<file path="src/rtl/dsp_sequencer.sv">
// dsp_sequencer
// Per-sample instruction sequencer for one dsp_core. A sample_tick starts a
// frame: the stored program is streamed, one word per clock, from a
// double-banked synchronous program RAM to the core's instruction input.
// The sequencer then waits for the core pipeline to drain and pulses
// frame_done. Ticks that arrive while a frame is in flight are dropped and
// flagged as overrun. Host bank swaps are deferred to frame boundaries.
//
// Ports:
//   clk, reset_n      clock, asynchronous active-low reset
//   sample_tick       one-cycle frame start pulse
//   prog_len          instruction count, latched at frame start
//   prog_rd_addr      program RAM read address (registered)
//   prog_bank         program RAM bank select (address MSB, registered)
//   prog_rd_data      program RAM read data, valid one cycle after address
//   instruction       word to dsp_core, NOP (all zeros) when not issuing
//   busy              high while a frame is fetching or draining
//   frame_done        one-cycle pulse when the last writeback completes
//   overrun           sticky dropped-tick flag, cleared by overrun_clr
//   swap_req          request a bank toggle
//   swap_ack          one-cycle pulse when the toggle takes effect
module dsp_sequencer #(
  parameter int INSTR_WIDTH     = 26,
  parameter int PROG_ADDR_WIDTH = 10,
  parameter int PIPE_DEPTH      = 4
) (
  input  logic                       clk,
  input  logic                       reset_n,
  input  logic                       sample_tick,
  input  logic [PROG_ADDR_WIDTH:0]   prog_len,
  output logic [PROG_ADDR_WIDTH-1:0] prog_rd_addr,
  output logic                       prog_bank,
  input  logic [INSTR_WIDTH-1:0]     prog_rd_data,
  output logic [INSTR_WIDTH-1:0]     instruction,
  output logic                       busy,
  output logic                       frame_done,
  output logic                       overrun,
  input  logic                       overrun_clr,
  input  logic                       swap_req,
  output logic                       swap_ack
);

  // The drain counter must be able to hold PIPE_DEPTH itself.
  localparam int CNT_W = $clog2(PIPE_DEPTH + 2);

  localparam logic [PROG_ADDR_WIDTH:0]   LEN_ZERO   = {(PROG_ADDR_WIDTH + 1){1'b0}};
  localparam logic [PROG_ADDR_WIDTH:0]   LEN_ONE    = {{PROG_ADDR_WIDTH{1'b0}}, 1'b1};
  localparam logic [PROG_ADDR_WIDTH-1:0] PC_ZERO    = {PROG_ADDR_WIDTH{1'b0}};
  localparam logic [PROG_ADDR_WIDTH-1:0] PC_ONE     = {{(PROG_ADDR_WIDTH - 1){1'b0}}, 1'b1};
  localparam logic [CNT_W-1:0]           CNT_ZERO   = {CNT_W{1'b0}};
  localparam logic [CNT_W-1:0]           CNT_ONE    = {{(CNT_W - 1){1'b0}}, 1'b1};
  localparam logic [CNT_W-1:0]           DRAIN_LAST = CNT_W'(PIPE_DEPTH);
  localparam logic [INSTR_WIDTH-1:0]     NOP        = {INSTR_WIDTH{1'b0}};

  typedef enum logic [1:0] {
    ST_IDLE  = 2'd0,
    ST_RUN   = 2'd1,
    ST_DRAIN = 2'd2
  } state_t;

  state_t                     state_r;
  logic [PROG_ADDR_WIDTH-1:0] pc_r;
  logic [PROG_ADDR_WIDTH:0]   len_r;
  logic [CNT_W-1:0]           drain_cnt_r;
  logic                       issue_valid_r;
  logic                       busy_r;
  logic                       frame_done_r;
  logic                       overrun_r;
  logic                       swap_pending_r;
  logic                       swap_ack_r;
  logic                       bank_r;

  logic                       start_s;
  logic                       swap_service_s;
  logic                       last_s;
  logic                       drain_end_s;

  // Frame start, swap service and end-of-phase decodes
  always_comb begin
    // The frame_done cycle of a real frame is IDLE but still busy, so a
    // tick there is an overrun rather than a new frame.
    start_s        = (state_r == ST_IDLE) && !busy_r && sample_tick;
    // A request in the same IDLE cycle is served at once, so a tick plus
    // swap starts the new frame on the new bank.
    swap_service_s = (state_r == ST_IDLE) && (swap_pending_r || swap_req);
    last_s         = ({1'b0, pc_r} == (len_r - LEN_ONE));
    drain_end_s    = (drain_cnt_r == DRAIN_LAST);
  end

  // Frame sequencing: fetch, drain and completion
  always_ff @(posedge clk or negedge reset_n) begin
    if (!reset_n) begin
      state_r       <= ST_IDLE;
      pc_r          <= PC_ZERO;
      len_r         <= LEN_ZERO;
      drain_cnt_r   <= CNT_ZERO;
      issue_valid_r <= 1'b0;
      busy_r        <= 1'b0;
      frame_done_r  <= 1'b0;
    end else begin
      frame_done_r  <= 1'b0;
      issue_valid_r <= 1'b0;
      case (state_r)
        ST_IDLE: begin
          pc_r        <= PC_ZERO;
          drain_cnt_r <= CNT_ZERO;
          busy_r      <= 1'b0;
          if (start_s) begin
            len_r <= prog_len;
            if (prog_len == LEN_ZERO) begin
              // Empty program: complete immediately without going busy.
              frame_done_r <= 1'b1;
            end else begin
              state_r <= ST_RUN;
              busy_r  <= 1'b1;
            end
          end else begin
            len_r <= len_r;
          end
        end
        ST_RUN: begin
          // Delayed by one cycle to line up with the RAM read latency.
          issue_valid_r <= 1'b1;
          if (last_s) begin
            state_r     <= ST_DRAIN;
            drain_cnt_r <= CNT_ZERO;
          end else begin
            pc_r <= pc_r + PC_ONE;
          end
        end
        ST_DRAIN: begin
          if (drain_end_s) begin
            state_r      <= ST_IDLE;
            frame_done_r <= 1'b1;
            pc_r         <= PC_ZERO;
          end else begin
            drain_cnt_r <= drain_cnt_r + CNT_ONE;
          end
        end
        default: begin
          state_r     <= ST_IDLE;
          pc_r        <= PC_ZERO;
          drain_cnt_r <= CNT_ZERO;
          busy_r      <= 1'b0;
        end
      endcase
    end
  end

  // Sticky overrun flag and frame-boundary bank swapping
  always_ff @(posedge clk or negedge reset_n) begin
    if (!reset_n) begin
      overrun_r      <= 1'b0;
      swap_pending_r <= 1'b0;
      swap_ack_r     <= 1'b0;
      bank_r         <= 1'b0;
    end else begin
      // Set has priority over clear.
      if (sample_tick && busy_r) begin
        overrun_r <= 1'b1;
      end else if (overrun_clr) begin
        overrun_r <= 1'b0;
      end else begin
        overrun_r <= overrun_r;
      end

      swap_ack_r <= swap_service_s;
      if (swap_service_s) begin
        bank_r <= ~bank_r;
        // A fresh request landing on the service of an older one re-arms.
        swap_pending_r <= swap_pending_r & swap_req;
      end else begin
        swap_pending_r <= swap_pending_r | swap_req;
      end
    end
  end

  assign prog_rd_addr = pc_r;
  assign prog_bank    = bank_r;
  assign instruction  = issue_valid_r ? prog_rd_data : NOP;
  assign busy         = busy_r;
  assign frame_done   = frame_done_r;
  assign overrun      = overrun_r;
  assign swap_ack     = swap_ack_r;

endmodule

</file>
<file path="config.mk">
export PLATFORM = sky130hd
export DESIGN_NAME = dsp_sequencer
export DESIGN_NICKNAME = d
export VERILOG_FILES = /design/src/rtl/dsp_sequencer.sv
export SDC_FILE = /design/constraint.sdc
export NUM_CORES = 1
export LEC_CHECK = 0
export CORE_MARGIN = 1
export CORE_UTILIZATION = 55
export DETAILED_ROUTE_END_ITERATION = 6
export DONT_BUFFER_PORTS = 1
export PLACE_DENSITY = 0.73
export SLEW_MARGIN = 10
export SYNTH_ARGS = -nofsm -noshare
export SYNTH_HDL_FRONTEND = slang
export SYNTH_SLANG_ARGS = --single-unit
</file>
<file path="constraint.sdc">
create_clock -name clk -period 2.72 [get_ports clk]
set_input_delay 0.272 -clock clk [delete_from_list [all_inputs] [get_ports clk]]
set_output_delay 0.272 -clock clk [all_outputs]
set_load 0.02 [all_outputs]
</file>
==> results.cfg <==
[sta]
finalSetupViolCount = 0
final.min_clock_period_ns = 2.51
period_share = 0.924
tns_ns = 0
tightest_slew_ns = 0.594
worst_clock_skew_ns = 0.00772
slew_headroom = 0.604
fin_ws_ns = 0.208
fmax_mhz = 398
hold_viol_final = 0
slew_violations = 0
rsz0062_at_grt = no

[drt]
wl_per_cell_um = 15.8
drtPass1Iterations = 4
ant_nets = 0
drt_iter0_drc = 166
drc = 0
drt-total-wl_um = 4630
num_vias = 1736
vias_per_cell = 5.90

[floorplanning]
rows = 22
ios = 83
die_h_um = 65.2
die_x_um = 65.2
core-area_um2 = 3740
start_util = 0.586
die-area_um2 = 4240

[place]
gp_congestion = 0.812
port_buffers = 0
post-place-ws_ns = 0.237
hpwl_um = 3440

[clock_network]
cts-buffers-inserted = 5
clk-insertion-delay-late_ns = 0.28
clk_path_buf_depth = 2
postCtsSetupBuffers = 0
htreeDepth = 2
root_buffer = clkbuf_8
cts_tree = yes
clk_pin_slew_worst_paths_ns = 0.07
cts.sinks = 33

[critical_path]
rr_worst_depth = 9
r2r_end = state_r[0]$_DFFE_PN0P_
required_ns = 2.92
slowest_delay_ns = 0.43
critical_path_class = reg -> reg
cp_top_family = compound AO/OA/AOI/OAI gates
setup.worst_path.start = len_r[1]$_DFFE_PN0P_
regToRegStartpoint = len_r[1]$_DFFE_PN0P_
startpoint_type = flip-flop
cp.arrival_ns = 2.71
critPathMaxFanout = 7
cp_slowest_cell = dfrtp_1
regToRegSetupSlack_ns = 0.21
cp.buffers_inverters = 1
critPathCaptureType = flip-flop
crit_chain = inv_1, ha_1, or2_2, a2111oi_0, o21ai_0, o211ai_1, nand3_1, a211oi_1, a2bb2oi_1

[pwr]
peakVddDrop_mv = 0.597
leakagePower_nw = 1.05
p_comb_frac = 0.394
internal_power_w = 0.00143
seq_power_share = 0.374
swShare = 0.412
pwr_density_cell_nw_per_um2 = 1010
pwr-share-clk = 0.232
power_switching_w = 0.00100

[yosys]
ys_ff_latch = 33
synth_ff_type = dfrtp_1
ys_warn_count = 0
ys_types = 47
async_reset_ff_frac = 1.00
syn-cell-area_um2 = 2190
synth_edf_count = 0
ys_seq_area_frac = 0.376
syn_area_per_cell_um2 = 8.99
synth_nets = 293
postSynthCellCount = 244

[global_routing]
grt_pass1_vias = 1551
grt_first_pass_wirelength_um = 7350
track_usage = 0.231
grt_overflow = 0
antenna_found_initial = 0
grt_max_degree = 34

[worst_hold_path]
hold_class = in -> reg
min_delay_worst_endpoint = overrun$_DFFE_PN0P_
hold_start = overrun_clr
hold_depth = 1

[final_layout]
nets = 294
drive_above_1_share = 0.134
area_delta_synth_final_pct = 9.81
antenna_cells = 0

[outcome]
status = completed

[run]
max_cap_violations = 0
[Yosys cell counts, drive strengths merged, types with 3 or more instances]
master,instances,share of area
a211o,5,0.020
a21oi,8,0.018
and2,29,0.083
and3,4,0.014
buf,3,0.0091
clkbuf,12,0.021
dfrtp,33,0.38
ha,7,0.040
inv,8,0.014
mux2,11,0.056
nand2,25,0.043
nand3,13,0.030
nor2,9,0.015
nor2b,3,0.0086
nor3,9,0.021
nor4,4,0.018
nor4b,3,0.012
o211ai,3,0.010
o21ai,11,0.025
xnor2,10,0.040
xor2,4,0.016
[cells by family (layout without fill, tap and decap cells)]
family,Yosys count,count (layout),synth area share
buffers and inverters,23,25,0.0433
and+or+nand+nor,113,113,0.293
xor gates and xnor gates,14,14,0.0559
DFF,33,33,0.376
muxes,13,13,0.0656
AOI/OAI and AO/OA,41,41,0.126
adders and majority gates,7,7,0.0399
[power groups by stage]
stage          sequential [W]  combinational (W)  clock [W]
5_1_grt              0.000944            0.00106   0.000594
2_1_floorplan        0.000837           0.000843          0
3_5_place_dp         0.000920           0.000943          0
6_report             0.000911           0.000960   0.000565
3_3_place_gp         0.000914           0.000936          0
4_1_cts              0.000912           0.000964   0.000572
[cells in the final DEF, fill, tap and decap left out, types with 3 or more instances in the layout]
master and count:
buf_4 7, mux2_2 11, o21ai_0 11, and2_1 29
xnor2_1 10, a21oi_1 8, dfrtp_1 33, nand3_1 13
nor2_1 9, inv_1 8, and3_1 3, nor4_1 3
a211o_1 5, o211ai_1 3, nor3_1 9, nor4b_1 3
clkbuf_8 5, nand2_1 25, ha_1 7, nor2b_1 3
xor2_1 4
[final cells by class]
| class | count | area (um2) |
|---|---|---|
| multi-input cells | 188 | 1270 |
| inverters | 8 | 30.0 |
| flip-flops and latches | 33 | 826 |
| repair buffers | 9 | 82.6 |
| clock inverters | 3 | 68.8 |
| clock buffers | 5 | 68.8 |
| well taps | 48 | 60.1 |
| fillers | 318 | 1340 |
[how the worst max path moves through the flow]
stage	end	cells after the start	slack, ns
finish	state_r[0]$_DFFE_PN0P_	9	0.21
global route	state_r[0]$_DFFE_PN0P_	9	0.07
CTS	prog_rd_addr[7]$_DFFE_PN0P_	9	0.22
detailed placement	prog_rd_addr[7]$_DFFE_PN0P_	9	0.24
global placement	prog_rd_addr[7]$_DFFE_PN0P_	9	0.30
floorplan	drain_cnt_r[0]$_DFFE_PN0P_	12	0.13
[flip-flops by register name, summed over array words and instances (netlist names)]
signal          cells
state_r             2
drain_cnt_r         3
swap_ack            1
prog_rd_addr       10
overrun             1
len_r              11
prog_bank           1
frame_done          1
issue_valid_r       1
swap_pending_r      1
busy                1
[stage by stage]
step | util | hold WS [ns] | area [um2] | total power, W | std cells
detailed placement | 0.599 | -0.0229 | 2240 | 0.00186 | 284
global route | 0.643 | 0.0736 | 2410 | 0.00260 | 294
global placement | 0.599 | -0.0230 | 2240 | 0.00185 | 284
finish | 0.643 | 0.0934 | 2410 | 0.00244 | 294
floorplan | - | -0.0236 | 2190 | 0.00168 | 244
CTS | 0.643 | 0.0838 | 2410 | 0.00245 | 294
[repair_timing]
item,in CTS,in global routing
resized for setup,0,0
endpoints found under the hold margin,33,0
hold buffers,2,0
setup endpoints to repair,0,0
[metal layers]
| layer | up-vias | global-route usage | part of all wire |
|---|---|---|---|
| met1 | 831 | 0.331 | 0.46 |
| met4 | 0 | 0.0571 | 0.0078 |
| li1 | 857 | - | - |
| met3 | 4 | 0.0486 | 0.046 |
| met5 | - | 0 | 0 |
| met2 | 44 | 0.357 | 0.48 |
(Power assumes the default switching activity.)
